File: src/rtl/stepper_driver.sv
// stepper_driver: full-step bipolar stepper driver with rising-edge command intake,
// fixed step period and a signed soft position limit around home.
module stepper_driver #(
    parameter logic [15:0] STEP_PERIOD = 16'd50000,
    parameter logic [15:0] POS_LIMIT   = 16'd200,
    parameter bit          HOLD        = 1'b1
) (
    input  logic        clock,
    input  logic        reset,
    input  logic        dir,
    input  logic [7:0]  val,
    input  logic        cmd_valid,
    output logic [3:0]  coil,
    output logic        busy,
    output logic        move_done,
    output logic        limit_hit,
    output logic        cmd_dropped,
    output logic [15:0] position
);
    typedef enum logic [1:0] {IDLE, WAIT, DONE} state_t;
    localparam logic signed [15:0] POS_MAX = signed'(POS_LIMIT);
    localparam logic signed [15:0] POS_MIN = -POS_MAX;
    state_t state, state_nx;
    logic cmd_valid_q, rise, dir_q, limit_q, armed, blocked;
    logic [7:0] remaining;
    logic [15:0] timer;
    logic [1:0] index;
    logic signed [15:0] pos;
    always_comb begin
        rise = cmd_valid & ~cmd_valid_q;
        blocked = dir_q ? (pos == POS_MAX) : (pos == POS_MIN);
        state_nx = state == IDLE ? (rise ? (val == 8'd0 ? DONE : WAIT) : IDLE) :
                   state == WAIT ? ((timer == 16'd0 && (blocked || remaining == 8'd1)) ? DONE : WAIT) :
                   IDLE;
        busy = state != IDLE;
        move_done = state == DONE;
        limit_hit = move_done & limit_q;
        position = pos;
        // Coils stay dark after reset until the first move, so reset truly de-energises.
        coil = !(busy || (HOLD && armed)) ? 4'b0000 :
               index == 2'd0 ? 4'b0011 :
               index == 2'd1 ? 4'b0110 :
               index == 2'd2 ? 4'b1100 : 4'b1001;
    end
    always_ff @(posedge clock or negedge reset) begin
        if (!reset) begin
            state <= IDLE;
            cmd_valid_q <= 1'b0;
            cmd_dropped <= 1'b0;
            dir_q <= 1'b0;
            limit_q <= 1'b0;
            armed <= 1'b0;
            remaining <= 8'd0;
            timer <= 16'd0;
            index <= 2'd0;
            pos <= 16'sd0;
        end else begin
            state <= state_nx;
            cmd_valid_q <= cmd_valid;
            cmd_dropped <= rise && state != IDLE;
            if (state == IDLE && rise) begin
                dir_q <= dir;
                remaining <= val;
                timer <= STEP_PERIOD - 16'd1;
                limit_q <= 1'b0;
                armed <= 1'b1;
            end else if (state == WAIT) begin
                if (timer != 16'd0)
                    timer <= timer - 16'd1;
                else if (blocked)
                    limit_q <= 1'b1;
                else begin
                    index <= dir_q ? index + 2'd1 : index - 2'd1;
                    pos <= dir_q ? pos + 16'sd1 : pos - 16'sd1;
                    remaining <= remaining - 8'd1;
                    timer <= STEP_PERIOD - 16'd1;
                end
            end
        end
    end
endmodule
File: config.mk
export PLATFORM = sky130hd
export DESIGN_NAME = stepper_driver
export DESIGN_NICKNAME = d
export VERILOG_FILES = /design/src/rtl/stepper_driver.sv
export SDC_FILE = /design/constraint.sdc
export NUM_CORES = 1
export LEC_CHECK = 0
export BUFFER_PORTS_ARGS = -buffer_cell sky130_fd_sc_hd__buf_2
export CAP_MARGIN = 20
export CORE_MARGIN = 4
export CORE_UTILIZATION = 40
export CTS_BUF_LIST = sky130_fd_sc_hd__clkbuf_4 sky130_fd_sc_hd__clkbuf_8
export CTS_CLUSTER_SIZE = 14
export DETAILED_ROUTE_END_ITERATION = 12
export GPL_TIMING_DRIVEN = 0
export PLACE_DENSITY = 0.58
export SYNTH_ARGS = -nofsm -noshare
export SYNTH_HDL_FRONTEND = slang
export SYNTH_SLANG_ARGS = --single-unit
File: constraint.sdc
create_clock -name clock -period 5.7 [get_ports clock]
set_input_delay 0.57 -clock clock [delete_from_list [all_inputs] [get_ports clock]]
set_output_delay 0.57 -clock clock [all_outputs]
set_load 0.01 [all_outputs]
# Word level (Yosys, flattened, before mapping)
# Index checks and enable logic that the tools add are counted.
# classes
addsub,6
mul,0
div,0
order_cmp,0
n_eq_ne,10
shifts,0
mux,24
bitwise_logic,6
n_reduce_logical,17
# op_table
op,count
$mux 16,5
$eq 16x9->1 const B,2
$mux 8,4
$add 16x2->16 const B,1
$logic_not 16->1,1
$reduce_bool 16->1,1
$sub 16x1->16 const B,1
$sub 16x2->16 const B,1
$mux 2,6
$mux 4,3
$eq 8x1->1 const B,1
$logic_not 8->1,1
$sub 8x1->8 const B,1
$reduce_and 3->1,2
$reduce_bool 2->1,3
$mux 1,5
$eq 2x1->1 const B,2
$eq 2x2->1 const B,2
$logic_not 2->1,2
$not 1->1,4
$reduce_and 4->1,1
$logic_and 1x1->1,3
$mux 3,1
$ne 3x1->1 const B,1
other kinds (7),9
# totals
register_bits,49
latch_bits,0
ram_bits,0
mem_bits_ro,0
inputBits,12
output_inout_bits,24
wordCells,73
n_memories,0

# Longest topological paths before layout
# Gate-level depths: netlist (run 1).
# depth
word_depth,7
depth_mapped,11
mapped_depth_nobuf,9

# Least setup slack after synthesis (run 1)
# No wires, ideal clock.
# synth_timing
path_kind,reg-to-reg
from,reg dir_q
to,reg remaining[4]
setup_ns,0.123
t_arrival_ns,2.599
t_required_ns,5.577
slack_ns,2.978
path_stages_with_launch,10
n_path_buf,0
synth_period_minus_slack_ns,2.722
cell_sequence,dfrtp_1 -> inv_1 -> ha_1 -> nor4b_1 -> nand4_1 -> nor2_1 -> nor3_2 -> nor2_1 -> nor2_1 -> o221a_2
# synth_between
elab_chain_len,3
# synth_rtl
element,line,rtl
from (decl),24,"logic cmd_valid_q, rise, dir_q, limit_q, armed, blocked;"
from (signal assigned),62,dir_q <= dir;
$mux 1,31,blocked = dir_q ? (pos == POS_MAX) : (pos == POS_MIN);
$ne 2x1->1 (no source line),n/a,
$reduce_and 3->1 (no source line),n/a,
to (signal assigned),63,remaining <= val;
to (signal assigned),75,remaining <= remaining - 8'd1;
to (decl),25,logic [7:0] remaining;
# No other way between the ends.
# A chain may end at the register's enable or synchronous reset.

# Worst setup path after layout (run 1)
# Same ends and word-level chain as after synthesis.

==> results of run 1 <==
-- worst max-delay path: stages, from the launching register on --
cell and delay, ps:
dfrtp_1 470, inv_1 440, ha_1 380, nor4b_1 330
nand4_1 130, nor2_1 460, nor3_2 220, nor2_1 610
nor2_1 120, o221a_2 270
-- cell families (layout without fill, tap and decap cells) --
group                      Yosys count  after routing  share of synthesized area (%)
buffers and inverters               18             62                          2.527
AOI/OAI and AO/OA                   77             77                          16.28
adders and majority gates           21             21                          8.948
muxes                                2              2                         0.7042
and+or+nand+nor                    139            139                          23.12
xor gates and xnor gates            27             27                          7.829
DFF                                 49             49                          40.60
-- area by class of cell --
class                   count  area, sq um
repair buffers             36        195.2
flip-flops and latches     49         1226
clock inverters             3        65.06
clock buffers               5        68.82
fillers                   741         3819
inverters                  11        41.29
multi-input cells         266         1718
plain buffers               7        35.03
well taps                  99        123.9
-- state kept, by name, indices dropped and copies added, names as in the netlist --
name,cells
index,2
timer,16
position,16
limit_q,1
dir_q,1
cmd_valid_q,1
armed,1
cmd_dropped,1
state,2
remaining,8
-- layer usage --
layer	vias to the layer above	routed length (um)	GRT usage, %	share of wire, %
met4	0	74	4.447	1.0
met3	7	220	2.789	3.1
li1	1272	-	-	-
met2	34	3469	29.01	49
met1	1217	3335	21.48	47
met5	-	0	0	0
-- cell usage in the layout (no fill, tap or decap), drive strengths merged, types with 7 or more instances in the layout --
master / count
nor3: 10
xnor2: 12
xor2: 15
dfrtp: 49
inv: 11
or3: 9
nor4: 10
nand3: 7
buf: 38
ha: 20
o21ai: 25
nand2: 38
nor2: 44
clkbuf: 10
a21oi: 16
-- power groups by stage --
| stage | Clock [mW] | Sequential (mW) | Combinational, mW |
|---|---|---|---|
| 6_report | 0.300 | 0.482 | 0.408 |
| 3_3_place_gp | 0 | 0.485 | 0.398 |
| 5_1_grt | 0.324 | 0.491 | 0.463 |
| 2_1_floorplan | 0 | 0.470 | 0.321 |
| 3_5_place_dp | 0 | 0.484 | 0.408 |
| 4_1_cts | 0.307 | 0.480 | 0.409 |
-- per-stage QoR --
stage,util [%],hold WS (ps),setup slack [ps]
3_3_place_gp,45.52,464.2,2134
2_1_floorplan,-,274.4,2978
4_1_cts,47.63,151.5,2099
3_5_place_dp,45.80,472.5,2111
6_report,47.63,143.8,2151
5_1_grt,47.63,164.6,1811
-- worst paths after layout --
check	cells after the start	slack [ps]	to	from
worst max-delay path	9	2150	remaining[4]	dir_q
worst min-delay path	1	140	position[7]	reset
worst max register to register	9	2150	remaining[4]	dir_q
worst min register to register	1	490	armed	armed
max in group asynchronous	2	5030	timer[14]	reset
min in group clock	1	380	cmd_valid_q	cmd_valid
==> flow_summary.yaml, run 1 <==
power_and_ir_drop:
  clkPwrFrac_pct: 25.2
  powerDensity_mw_per_mm2: 342.7
  p_leak_nw: 1.570
  comb_power_share_pct: 34.3
  seqPwrFrac_pct: 40.5
  sw_frac_of_total_pct: 36.61
  power.internal_uw: 754.5
  p_sw_uw: 435.8
  finalPower_mw: 1.190
  vdd_ir_drop_max_uv: 156.1
sta:
  max_freq_mhz: 281.8
  finalMaxSlewViolations: 0
  setup_viol: 0
  grt_setup_unrepaired: "false"
  finalSetupTns_ps: 0
  worstMarginPinSlew_ps: 727.5
  period_needed_ps: 3549
  skew_ps: 8.173
  finalHoldViolCount: 0
  slew_headroom_pct: 51.32
  finalCritPeriodShare_pct: 62.26
floorplanning:
  rows: 31
  start_util_pct: 41.42
  core_area_sq_mm: 0.007292
  io_pins: 36
  die_w_um: 94.90
  die_h_um: 94.90
  die-area_sq_mm: 0.009005
route:
  wl_per_cell_um: 14.91
  avgViaCountPerCell: 5.315
  drtIter0Drc: 57
  drt_first_pass_iters: 4
  remaining_drc_errors: 0
  num_vias: 2530
  drtAntennaViolNets: 0
  drt-total-wl_mm: 7.099
logic_synthesis:
  syn_inst: 333
  syn_area_sq_mm: 0.003020
  syn-num-nets: 366
  ys_types: 53
  avgSynthCellArea_sq_um: 9.070
  synth_edf_count: 0
  ys.flop_type: "dfrtp_1"
  synth.area.top_cells: "dfrtp_1, ha_1, nor2_1"
  ys_seq_elements: 49
  synth_most_common_cell: "dfrtp_1"
  yosys-top-cells-count: "dfrtp_1, nor2_1, nand2_1"
  synth_top_area_share_pct: 40.60
  ys_warn_count: 0
  ys_seq_area_share_pct: 40.60
  synth.largest_area_cell: "dfrtp_1"
  synthArstFlopShare_pct: 100.0
critical_path:
  start_kind: "flip-flop"
  cp-end-kind: "flip-flop"
  critical_path_class: "reg -> reg"
  crit_required_ps: 5900
  path_max_fanout: 15
  arrival_ps: 3750
place:
  dpl.hpwl_mm: 5.096
  gp_congestion: 0.8760
  numPortBuffers: 35
  place_inst: 468
  dpl-instance-area_sq_mm: 0.003339
cts:
  clk_latency_ps: 310
  root_buffer: "clkbuf_8"
  ctsResizeCount: 0
  path_clk_slew_ps: 100
  hold_buffers: 0
  clkSinkCount: 49
  htreeDepth: 2
  cts_max_path_buffers: 2
  cts_tree: "yes"
  cts_setup_buffers: 0
  cts_buffers: 5
worst_hold_path:
  hp-class: "in -> async"
run_status:
  outcome: "finished, final reports clean"
final_layout:
  area_delta_synth_final_pct: 15.00
  num-nets-final: 409
  drive_gt1_share_pct: 15.92
  diodes: 0
  layout.cells.non_filler: 476
  fin_area_sq_mm: 0.003473
global_routing:
  grt-ovfl-total: 0
  grt_usage_pct: 16.72
  grt_pass1_wl_mm: 11.86
  antenna_found_initial: 0
  grt_pass1_vias: 2522
  grt_max_degree: 38
flow_run:
  maxCapViolCount: 0
Power figures use the tool's default switching activity.
==> run 2: changes to the inputs <==
==> constraint.sdc (replaced) <==
create_clock -name clock -period 3.4 [get_ports clock]
set_input_delay 0.34 -clock clock [delete_from_list [all_inputs] [get_ports clock]]
set_output_delay 0.34 -clock clock [all_outputs]
set_load 0.01 [all_outputs]
==> flow_summary.yaml, run 2 (synthesized netlist as in run 1, its figures left out) <==
sta:
  finalMaxSlewViolations: 0
  skew_ps: 8.402
  max_freq_mhz: 315.8
  worstMarginPinSlew_ps: 653.5
  finalCritPeriodShare_pct: 93.14
  period_needed_ps: 3167
  grt_setup_unrepaired: "true"
  finalHoldViolCount: 0
  setup_viol: 0
  hold_ws_ps: 147.3
  slew_headroom_pct: 56.10
power_and_ir_drop:
  p_leak_nw: 1.575
  powerDensity_mw_per_mm2: 572.5
  vdd_ir_drop_max_uv: 261.6
  finalPower_mw: 1.997
place:
  numPortBuffers: 35
  gp_congestion: 0.8760
  dpl.hpwl_mm: 5.096
global_routing:
  grt_pass1_wl_mm: 11.86
  antenna_found_initial: 0
  grt_pass1_vias: 2522
  grt_max_degree: 38
  grt_usage_pct: 16.72
  grt-ovfl-total: 0
cts:
  root_buffer: "clkbuf_8"
  clkSinkCount: 49
  htreeDepth: 2
  cts_buffers: 5
  cts_setup_buffers: 0
  path_clk_slew_ps: 100
  cts_tree: "yes"
  clk_latency_ps: 310
  cts_max_path_buffers: 2
route:
  remaining_drc_errors: 0
  drtIter0Drc: 65
  wl_per_cell_um: 14.84
  drtAntennaViolNets: 0
  drt-total-wl_mm: 7.077
  avgViaCountPerCell: 5.319
  drt_first_pass_iters: 4
  num_vias: 2537
final_layout:
  final_cell_mix: "dfrtp_1, nor2_1, nand2_1, buf_2, o21ai_0"
  area_delta_synth_final_pct: 15.49
  diodes: 0
  num-nets-final: 410
  final_common_cell: "dfrtp_1"
  drive_gt1_share_pct: 16.40
  nFillCells: 740
  utilization_pct: 47.84
critical_path:
  cp-end-kind: "flip-flop"
  critical_path_class: "reg -> reg"
  path_max_fanout: 15
  arrival_ps: 3370
  crit_required_ps: 3600
  start_kind: "flip-flop"
floorplanning:
  core_area_sq_mm: 0.007292
  start_util_pct: 41.42
  rows: 31
  io_pins: 36
  die-area_sq_mm: 0.009005
  die_w_um: 94.90
  die_h_um: 94.90
run_status:
  outcome: "finished, final reports clean"
flow_run:
  maxCapViolCount: 0
worst_hold_path:
  hp-class: "in -> reg"
==> run 2: changes by cell type in the layout (fill, tap and decap cells not counted), sizes merged <==
cell / previous run / this run
dlygate4sd3: 0 / 1
==> run 2: repair_timing <==
item / in CTS / in global routing
endpoints found under the setup margin: 3 / 20
cloned: 0 / 0
hold endpoints to repair: 12 / 0
resized for setup: 1 / 1
pin swaps: 0 / 0
hold buffers: 1 / 0
==> run 2: power breakdown <==
group	total, mW	internal, mW	switching, mW
registers	0.809	0.683	0.126
clock network	0.502	0.292	0.210
logic	0.686	0.290	0.395
total	2.00	1.27	0.731
==> run 2: worst paths after layout <==
kind | startpoint | endpoint | slack (ps) | depth (start not counted)
min in group asynchronous | reset | position[7] | 460 | 2
worst max-delay path | dir_q | remaining[4] | 230 | 9
worst min register to register | armed | armed | 490 | 1
max in group asynchronous | reset | timer[14] | 2420 | 3
worst max register to register | dir_q | remaining[4] | 230 | 9
worst min-delay path | cmd_valid | cmd_valid_q | 150 | 1
==> run 2: layout make-up <==
class | count | area [sq um] | area share, %
buffer | 7 | 35.03 | 1.004
clock inverter | 3 | 65.06 | 1.865
timing repair buffer | 37 | 205.2 | 5.882
multi-input combinational | 266 | 1723 | 49.39
clock buffer | 5 | 68.82 | 1.973
inverter | 11 | 41.29 | 1.184
sequential | 49 | 1226 | 35.15
tap | 99 | 123.9 | 3.551
==> run 2: worst max-delay path, stage by stage, from the launching register on <==
cell and delay, ps:
dfrtp_1 470, inv_1 440, ha_1 380, nor4b_1 330
nand4_1 150, nor2_2 330, nor3_2 190, nor2_2 400
nor2_1 110, o221a_2 250
==> run 2: layer usage <==
metal | GRT usage (%) | up-vias | share of wire (%)
li1 | - | 1274 | -
met2 | 29.01 | 43 | 49
met3 | 2.789 | 7 | 3.5
met4 | 4.447 | 0 | 1.1
met5 | 0 | - | 0
met1 | 21.48 | 1213 | 46
==> run 2: stage by stage <==
stage | std cells | cell area [sq um] | setup TNS, ps | setup WS, ps
6_report | 477 | 3488 | 0 | 233.3
5_1_grt | 477 | 3488 | -493.7 | -80.25
4_1_cts | 477 | 3486 | 0 | 16.56
3_5_place_dp | 468 | 3339 | -391.3 | -188.9
3_3_place_gp | 467 | 3319 | -318.5 | -165.9
2_1_floorplan | 333 | 3020 | 0 | 678.1
